===== src/rtl/data_mem_arbiter.sv =====
// Two-port round-robin arbiter in front of a single-ported data memory.
// Each granted access takes three cycles: IDLE (grant), ACCESS (memory strobe), DONE (ack).
module data_mem_arbiter #(
    parameter int unsigned ADDR_W = 8,
    parameter int unsigned DATA_W = 32
) (
    input  logic              clk,
    input  logic              rst,
    input  logic              req0,
    input  logic              req1,
    input  logic              we0,
    input  logic              we1,
    input  logic [ADDR_W-1:0] addr0,
    input  logic [ADDR_W-1:0] addr1,
    input  logic [DATA_W-1:0] wdata0,
    input  logic [DATA_W-1:0] wdata1,
    output logic              ack0,
    output logic              ack1,
    output logic [DATA_W-1:0] rdata0,
    output logic [DATA_W-1:0] rdata1,
    output logic              memwr,
    output logic              memrd,
    output logic [ADDR_W-1:0] address,
    output logic [DATA_W-1:0] wrdata,
    input  logic [DATA_W-1:0] rddata,
    output logic              busy,
    output logic              gnt_id
);

    typedef enum logic [1:0] {StIdle, StAccess, StDone} state_t;

    state_t              state_q, state_d;
    logic                last_q, last_d;
    logic                gnt_q, gnt_d;
    logic [ADDR_W-1:0]   addr_q, addr_d;
    logic [DATA_W-1:0]   wdata_q, wdata_d;
    logic                memwr_q, memwr_d;
    logic                memrd_q, memrd_d;
    logic                ack0_q, ack0_d;
    logic                ack1_q, ack1_d;
    logic [DATA_W-1:0]   rdata0_q, rdata0_d;
    logic [DATA_W-1:0]   rdata1_q, rdata1_d;
    logic                busy_q, busy_d;
    logic                sel;

    // Under contention the port that did not win last time is chosen.
    assign sel = (req0 && req1) ? ~last_q : req1;

    always_comb begin
        state_d  = state_q;
        last_d   = last_q;
        gnt_d    = gnt_q;
        addr_d   = addr_q;
        wdata_d  = wdata_q;
        memwr_d  = 1'b0;
        memrd_d  = 1'b0;
        ack0_d   = 1'b0;
        ack1_d   = 1'b0;
        rdata0_d = rdata0_q;
        rdata1_d = rdata1_q;
        unique case (state_q)
            StIdle: begin
                if (req0 || req1) begin
                    state_d = StAccess;
                    last_d  = sel;
                    gnt_d   = sel;
                    addr_d  = sel ? addr1 : addr0;
                    wdata_d = sel ? wdata1 : wdata0;
                    memwr_d = sel ? we1 : we0;
                    memrd_d = sel ? ~we1 : ~we0;
                end
            end
            StAccess: begin
                state_d = StDone;
                if (memrd_q) begin
                    if (gnt_q) rdata1_d = rddata;
                    else       rdata0_d = rddata;
                end
                ack0_d = ~gnt_q;
                ack1_d = gnt_q;
            end
            StDone: begin
                state_d = StIdle;
            end
            default: begin
                state_d = StIdle;
            end
        endcase
        busy_d = (state_d != StIdle);
    end

    always_ff @(posedge clk) begin
        if (rst) begin
            state_q  <= StIdle;
            last_q   <= 1'b1;
            gnt_q    <= 1'b0;
            addr_q   <= '0;
            wdata_q  <= '0;
            memwr_q  <= 1'b0;
            memrd_q  <= 1'b0;
            ack0_q   <= 1'b0;
            ack1_q   <= 1'b0;
            rdata0_q <= '0;
            rdata1_q <= '0;
            busy_q   <= 1'b0;
        end else begin
            state_q  <= state_d;
            last_q   <= last_d;
            gnt_q    <= gnt_d;
            addr_q   <= addr_d;
            wdata_q  <= wdata_d;
            memwr_q  <= memwr_d;
            memrd_q  <= memrd_d;
            ack0_q   <= ack0_d;
            ack1_q   <= ack1_d;
            rdata0_q <= rdata0_d;
            rdata1_q <= rdata1_d;
            busy_q   <= busy_d;
        end
    end

    assign ack0    = ack0_q;
    assign ack1    = ack1_q;
    assign rdata0  = rdata0_q;
    assign rdata1  = rdata1_q;
    assign memwr   = memwr_q;
    assign memrd   = memrd_q;
    assign address = addr_q;
    assign wrdata  = wdata_q;
    assign busy    = busy_q;
    assign gnt_id  = gnt_q;

endmodule


===== config.mk =====
export PLATFORM = sky130hd
export DESIGN_NAME = data_mem_arbiter
export DESIGN_NICKNAME = d
export VERILOG_FILES = /design/src/rtl/data_mem_arbiter.sv
export SDC_FILE = /design/constraint.sdc
export NUM_CORES = 1
export LEC_CHECK = 0
export CAP_MARGIN = 20
export CORE_AREA = 2 2 88 90
export CTS_CLUSTER_SIZE = 16
export DETAILED_ROUTE_END_ITERATION = 16
export DIE_AREA = 0 0 90 92
export DONT_BUFFER_PORTS = 1
export GPL_ROUTABILITY_DRIVEN = 0
export HOLD_SLACK_MARGIN = 0.1
export PLACE_DENSITY = 0.76
export SLEW_MARGIN = 20
export SYNTH_ARGS = -nofsm -noshare
export SYNTH_HDL_FRONTEND = slang
export SYNTH_SLANG_ARGS = --single-unit
export TNS_END_PERCENT = 1

===== constraint.sdc =====
create_clock -name clk -period 3.5 [get_ports clk]
set_input_delay 1.05 -clock clk [delete_from_list [all_inputs] [get_ports clk]]
set_output_delay 1.05 -clock clk [all_outputs]
set_load 0.1 [all_outputs]

After elaboration in Yosys (flattened, before gate mapping)

Index checks and enable logic that the tools add are counted.

Reduce and logical (&&, ||, !) cells: 9
Equality and inequality tests: 1
Bitwise gates (word level): 7
Mux-type cells: 7

Operator list:

| operator                                      | number |
|---|---|
| 2-to-1 mux 32 bit                             | 1 |
| 2-to-1 mux 8 bit                              | 1 |
| inverter 1 bit                                | 7 |
| AND reduction 3 bit                           | 2 |
| one-hot mux 2 bit (2 select lines)            | 1 |
| 2-to-1 mux 1 bit                              | 3 |
| OR reduction 3 bit                            | 1 |
| == test 2 x 1 -> 1 bit, second input constant | 1 |
| logical NOT 2 bit                             | 1 |
| 2-to-1 mux 2 bit                              | 1 |
| AND reduction 2 bit                           | 1 |
| nonzero test 2 bit                            | 1 |
| OR reduction 2 bit                            | 1 |
| logical AND 1 bit                             | 1 |
| logical OR 1 bit                              | 1 |

Word-level logic and storage cells: 36
Register bits: 113
Output and inout bits: 110

Depth between registers and ports, before layout

Gate-level depths: netlist of the first run.

Depth after elaboration: 4
Mapped depth: 6
Depth with buffers taken out: 3

Worst setup path before layout of the first run

No wires, ideal clock.

Path type: input to register
From: input port req1
To: register wdata_q[11], in the netlist wrdata[11]
Arrival: 2.009 ns
Cell stages on the path: 6
Library setup time: 0.088 ns
Path slack: 1.402 ns
Required time: 3.412 ns
Path through: or2_0 -> buf_2 -> and2_1 -> buf_6 -> buf_6 -> a311oi_2

Cells in the longest elaborated chain, start to end: 3
Elaborated cells between the ends (all ways): 5

RTL lines:

| what                   | line | text |
|---|---|---|
| start: declaration     | 10   | `input logic req1,` |
| logical AND 1 bit      | 47   | `assign sel = (req0 && req1) ? ~last_q : req1;` |
| 2-to-1 mux 1 bit       | 47   |  |
| 2-to-1 mux 32 bit      | 68   | `wdata_d = sel ? wdata1 : wdata0;` |
| end signal: assignment | 111  | `wdata_q <= wdata_d;` |
| end: declaration       | 36   | `logic [DATA_W-1:0] wdata_q, wdata_d;` |

Several ways; a longest one is shown, not always the timed one.
A chain may end at the register's enable or synchronous reset.

Worst setup path in the final report of the first run

From: register wdata_q[13], in the netlist wrdata[13]
To: output port wrdata[13]

RTL lines:

| what             | line | text |
|---|---|---|
| end: declaration | 24   | `output logic [DATA_W-1:0] wrdata,` |

No word-level cell between the ends.

==> results of run 1 <==
==> cell families (layout without fill, tap and decap cells) <==
logic type | count (synthesis) | after routing | share of synthesized area
and+or+nand+nor | 226 | 226 | 0.203
AOI/OAI and AO/OA | 150 | 150 | 0.225
DFF | 113 | 113 | 0.516
buffers and inverters | 50 | 44 | 0.0539
muxes | 1 | 1 | 0.00228
==> state kept, by name (all words and copies together) (netlist names) <==
register / cells
ack0: 1
ack1: 1
address: 8
busy: 1
gnt_id: 1
last_q: 1
memrd: 1
memwr: 1
rdata0: 32
rdata1: 32
state_q: 2
wrdata: 32
==> worst reg2reg max path, cell delays in order, from the launching register on <==
cell and delay [ns]:
dfxtp_1 0.38, nor2_2 0.11, buf_4 0.41, and2_1 0.22
buf_4 0.42, a311oi_1 0.20
==> where the power goes <==
part           internal [mW]  switching [mW]
Clock                  0.965           0.624
Combinational         0.0894           0.141
Sequential              1.36           0.527
==> how the worst max path moves through the flow <==
stage | from | slack, ns | depth (start not counted) | to
global placement | req1 | 1.20 | 5 | wrdata[11]
global route | wrdata[13] | 0.90 | 0 | wrdata[13]
CTS | gnt_id | 0.80 | 0 | gnt_id
floorplan | req1 | 1.40 | 6 | wrdata[11]
detailed placement | req1 | 1.15 | 5 | wrdata[5]
finish | wrdata[13] | 0.93 | 0 | wrdata[13]
==> placed cells by master, fill, tap and decap left out, types with 2 or more instances in the layout <==
master      count
clkbuf_8        2
inv_6           4
clkinvlp_4      7
a311oi_1       30
dfxtp_1       112
a311oi_2       10
a21bo_2         2
nor2_1          3
clkbuf_16      16
nand2_1       212
buf_4          11
a21oi_1       105
==> through the flow <==
stage / cells / util / hold WS, ns
floorplan: 540 / - / 0.505
global placement: 604 / 0.588 / 0.551
detailed placement: 604 / 0.588 / 0.552
CTS: 636 / 0.663 / 0.556
global route: 636 / 0.663 / 0.577
finish: 636 / 0.663 / 0.556
==> per-layer routing <==
metal / wire length, µm / up-vias
met4: 172 / 0
met5: 0 / -
met3: 1100 / 18
li1: - / 1805
met2: 5720 / 183
met1: 4140 / 1761
==> final cells by class <==
| class | count | share of cell area |
|---|---|---|
| Timing Repair Buffer | 11 | 0.0167 |
| Inverter | 1 | 0.000760 |
| Clock buffer | 18 | 0.0867 |
| Tap cell | 102 | 0.0258 |
| Sequential cell | 113 | 0.458 |
| Clock inverter | 14 | 0.0266 |
| Multi-Input combinational cell | 377 | 0.385 |
==> results.yml, run 1 <==
sta:
  fmax_mhz: 390
  maxSlewHeadroom: 0.304
  tightestPinTransition_ns: 1.04
  drv_slew: 0
  rsz0062_at_grt: "no"
  min_period_ns: 2.57
  fin_crit_sh: 0.733
  skew_ns: 0.00892
  hold_viol_final: 0
  fin_ws_ns: 0.935
  finalSetupViolCount: 0
  tns_ns: 0
logic_synthesis:
  async_reset_ff_frac: 0
  synth_area_leaders: "dfxtp_1, nand2_1, a21oi_1, a311oi_1, a311oi_2"
  yosys.cell_count.top_type: "nand2_1"
  synth_largest_area_cell: "dfxtp_1"
  synthCells: 540
  syn_area_um2: 4380
  synth_edf_count: 0
  yosys.cell_types.count: 26
  ys.flop_type: "dfxtp_1"
  syn_avg_cell_area_um2: 8.12
  ys_seq_elements: 113
  yosys_warnings: 0
  synth_common_cells: "nand2_1, dfxtp_1, a21oi_1"
  synth_top_area_frac: 0.516
  ys_seq_area_frac: 0.516
  syn-num-nets: 658
worst_setup_path:
  worstSetupPathType: "register to output port"
  required_ns: 2.45
  critical_path_arrival_ns: 1.52
  r2r_cells: 5
  worst_setup_path_end_kind: "output port"
  r2r_setup_slack_ns: 1.62
  r2r_end: "wrdata[5]"
  critPathLaunchType: "register"
  cp_max_fo: 2
  r2r-start: "state_q[1]"
pwr:
  peakVddDrop_uv: 344
  power_density_nw_per_um2: 750
  power.leakage_nw: 1.72
  finalPower_mw: 3.70
layout:
  antenna_cells: 0
  final_nets: 639
  design_area_um2: 4940
  seqCellArea_um2: 2260
  drive_gt1_frac: 0.110
  n_fill_cell: 639
  multiInputGateArea_um2: 1900
  syn2layout_area_growth_pct: 12.6
global_route:
  track_usage: 0.263
  grt_use_met2: 0.453
  globalRoute.totalOverflow: 0
  grt_pass1_vias: 3542
  antenna_found_initial: 0
  grt_pass1_wl_um: 17300
  grt_use_met3: 0.117
  grt_max_degree: 112
  grt.busiest_layer: "met2"
  grt_use_met1: 0.288
run_status:
  status: "finished, final reports clean"
run:
  drv_cap: 0
clocking:
  ctsResizeCount: 0
  ctsHoldBuffers: 0
  clockBufferDepth: 2
  cts_buffers: 17
  clkTransAtPathRegs_ns: 0.06
  clk_latency_ns: 0.51
  cts_setup_buffers: 0
  htreeDepth: 4
  cts-root-buf: "clkbuf_8"
  cts_tree: "done"
  numClockSinks: 113
die:
  dieWidth_um: 90
  rows: 32
  die_h_um: 92
  die_area_um2: 8280
  io_pins: 228
  core_area_um2: 7450
  initial_core_util: 0.589
worst_hold_path:
  min_path_type: "register to register"
  hold_depth: 2
  hold_path_startpoint: "state_q[0]"
  min_to: "state_q[1]"
place:
  dp_slack_ns: 1.15
  hpwl_um: 7280
  place_area_um2: 4380
  io_buffers: 0
routing:
  vias: 3767
  drc: 0
  dr.pass1.iters: 4
  wl_per_cell_um: 17.5
  initialDrtViolationCount: 162
  vias_per_cell: 5.92
  ant_nets: 0
  wl_um: 11100
Power figures use the tool's default switching activity.
==> run 2: changes to the inputs <==
--- a/config.mk
+++ b/config.mk
@@ -5,15 +5,16 @@
 export SDC_FILE = /design/constraint.sdc
 export NUM_CORES = 1
 export LEC_CHECK = 0
+export ABC_AREA = 1
 export CAP_MARGIN = 20
-export CORE_AREA = 2 2 88 90
+export CORE_MARGIN = 1.5
+export CORE_UTILIZATION = 63
 export CTS_CLUSTER_SIZE = 16
 export DETAILED_ROUTE_END_ITERATION = 16
-export DIE_AREA = 0 0 90 92
 export DONT_BUFFER_PORTS = 1
 export GPL_ROUTABILITY_DRIVEN = 0
 export HOLD_SLACK_MARGIN = 0.1
-export PLACE_DENSITY = 0.76
+export PLACE_DENSITY = 0.79
 export SLEW_MARGIN = 20
 export SYNTH_ARGS = -nofsm -noshare
 export SYNTH_HDL_FRONTEND = slang
==> constraint.sdc (replaced) <==
create_clock -name clk -period 2.6 [get_ports clk]
set_input_delay 0.78 -clock clk [delete_from_list [all_inputs] [get_ports clk]]
set_output_delay 0.78 -clock clk [all_outputs]
set_load 0.1 [all_outputs]
==> results.yml, run 2 <==
run_status:
  status: "finished, final reports clean"
clocking:
  cts-root-buf: "clkbuf_8"
  cts_buffers: 17
  cts_setup_buffers: 0
  clockBufferDepth: 2
  numClockSinks: 113
  ctsResizeCount: 0
  htreeDepth: 4
  clk_latency_ns: 0.50
  clkTransAtPathRegs_ns: 0.06
  ctsHoldBuffers: 0
  cts_tree: "done"
logic_synthesis:
  syn_avg_cell_area_um2: 6.50
  synth_edf_count: 0
  syn_area_um2: 5220
  async_reset_ff_frac: 0
  synth_common_cells: "nand2_1, nor2_1, dfxtp_1"
  syn-num-nets: 921
  ys_seq_elements: 113
  synth_area_leaders: "dfxtp_1, nand2_1, nor2_1, inv_1, a21boi_0"
  synth_top_area_frac: 0.433
  synth_largest_area_cell: "dfxtp_1"
  yosys.cell_count.top_type: "nand2_1"
  ys_seq_area_frac: 0.433
  synthCells: 803
  yosys_warnings: 0
  yosys.cell_types.count: 19
  ys.flop_type: "dfxtp_1"
worst_setup_path:
  critPathLaunchType: "register"
  crit_slowest_cell: "dfxtp_1"
  crit_chain: "buf_4"
  crit_path_max_incr_delay_ns: 0.42
  worstSetupPathType: "register to output port"
  cp_max_fo: 5
  worst_setup_path_end_kind: "output port"
  critical_path_arrival_ns: 1.25
  crit_buf_inv: 1
  required_ns: 1.82
  critPathTopFamily: "flip-flops"
routing:
  wl_per_cell_um: 12.5
  dr.pass1.iters: 7
  initialDrtViolationCount: 207
  ant_nets: 0
  drc: 0
  vias_per_cell: 5.00
  wl_um: 12600
  vias: 5043
global_route:
  grt_max_degree: 86
  track_usage: 0.282
  antenna_found_initial: 0
  grt_pass1_vias: 4505
  globalRoute.totalOverflow: 0
  grt_pass1_wl_um: 19600
sta:
  finalSetupViolCount: 0
  fin_crit_sh: 0.780
  tns_ns: 0
  rsz0062_at_grt: "no"
  tightestPinTransition_ns: 0.801
  drv_slew: 0
  skew_ns: 0.00780
  fmax_mhz: 493
  min_period_ns: 2.03
  maxSlewHeadroom: 0.466
  hold_ws_ns: 0.349
  hold_viol_final: 0
layout:
  final_cell_mix: "nand2_1, nor2_1, dfxtp_1, buf_4, inv_1"
  final_nets: 1007
  final_common_cell: "nand2_1"
  n_fill_cell: 555
  fin_cells: 1008
  final_core_util: 0.809
  drive_gt1_frac: 0.172
  syn2layout_area_growth_pct: 26.0
place:
  placed_cells: 975
  io_buffers: 0
  hpwl_um: 8550
pwr:
  power_frac_comb: 0.243
  power_density_nw_per_um2: 857
  p_clk_frac: 0.425
  p_switching_mw: 1.94
  p_seq_frac: 0.332
  power.leakage_nw: 3.33
  peakVddDrop_uv: 567
  internal_power_mw: 3.69
  switching_share: 0.344
die:
  dieWidth_um: 94.0
  core_area_um2: 8130
  die_h_um: 94.0
  io_pins: 228
  initial_core_util: 0.642
  rows: 33
  die_area_um2: 8840
worst_hold_path:
  min_path_type: "input port to register"
run:
  drv_cap: 0
==> run 2: changes by cell type after synthesis, sizes merged, moves of 28 or more <==
cell | before | now
nor2 | 4 | 216
a21oi | 105 | 2
inv | 1 | 78
nand2 | 212 | 260
nand3 | 0 | 44
a311oi | 40 | 0
a21boi | 1 | 40
buf | 14 | 42
clkbuf | 35 | 7
==> run 2: metal layers <==
| layer | up-vias | part of all wire | track usage |
|---|---|---|---|
| li1 | 2566 | - | - |
| met5 | - | 0 | 0 |
| met1 | 2241 | 0.38 | 0.293 |
| met4 | 0 | 0.022 | 0.136 |
| met2 | 209 | 0.52 | 0.513 |
| met3 | 27 | 0.077 | 0.0874 |
==> run 2: final cells by class <==
| cell class | instances | area, µm² | area share |
|---|---|---|---|
| Multi-Input combinational cell | 563 | 2360 | 0.358 |
| Tap cell | 105 | 131 | 0.0200 |
| Clock inverter | 15 | 209 | 0.0318 |
| Timing Repair Buffer | 116 | 908 | 0.138 |
| Sequential cell | 113 | 2260 | 0.344 |
| Inverter | 78 | 293 | 0.0445 |
| Antenna cell | 1 | 2.50 | 0.000380 |
| Clock buffer | 17 | 414 | 0.0630 |
==> run 2: path summary, 6_finish.rpt <==
| path | start | end | slack [ns] | cells past startpoint |
|---|---|---|---|---|
| max reg2reg | gnt_id | rdata0[19] | 0.97 | 6 |
| max | gnt_id | gnt_id | 0.57 | 1 |
| min | rst | gnt_id | 0.35 | 1 |
| min reg2reg | rdata1[27] | rdata1[27] | 0.49 | 2 |
==> run 2: power by group through the flow <==
stage / Clock [mW] / Sequential, mW / Combinational [mW]
floorplan: 0 / 2.63 / 0.430
global placement: 0 / 1.90 / 1.34
detailed placement: 0 / 1.91 / 1.37
CTS: 2.43 / 1.87 / 1.37
global route: 2.52 / 1.88 / 1.46
finish: 2.40 / 1.87 / 1.37
==> run 2: worst reg2reg max path, delay by kind of cell (launching register included) <==
kind,cells,cell delay (ns)
and+or+nand+nor,5,1.06
DFF,1,0.36
buffers and inverters,1,0.10
==> run 2: per-stage QoR <==
step	instance area, µm²	worst slack, ns	total power [mW]
2_1_floorplan	5220	0.749	3.06
3_3_place_gp	5950	0.853	3.25
3_5_place_dp	5950	0.825	3.27
4_1_cts	6580	0.539	5.68
5_1_grt	6580	0.519	5.86
6_report	6580	0.572	5.63
==> run 2: cell families (layout without fill, tap and decap cells) <==
kind of cell / count (synthesis) / after routing / synth area share
compound gates: 43 / 43 / 0.0611
buf+inv: 127 / 226 / 0.116
flops: 113 / 113 / 0.433
other cells: 0 / 1 / 0
simple gates: 520 / 520 / 0.390
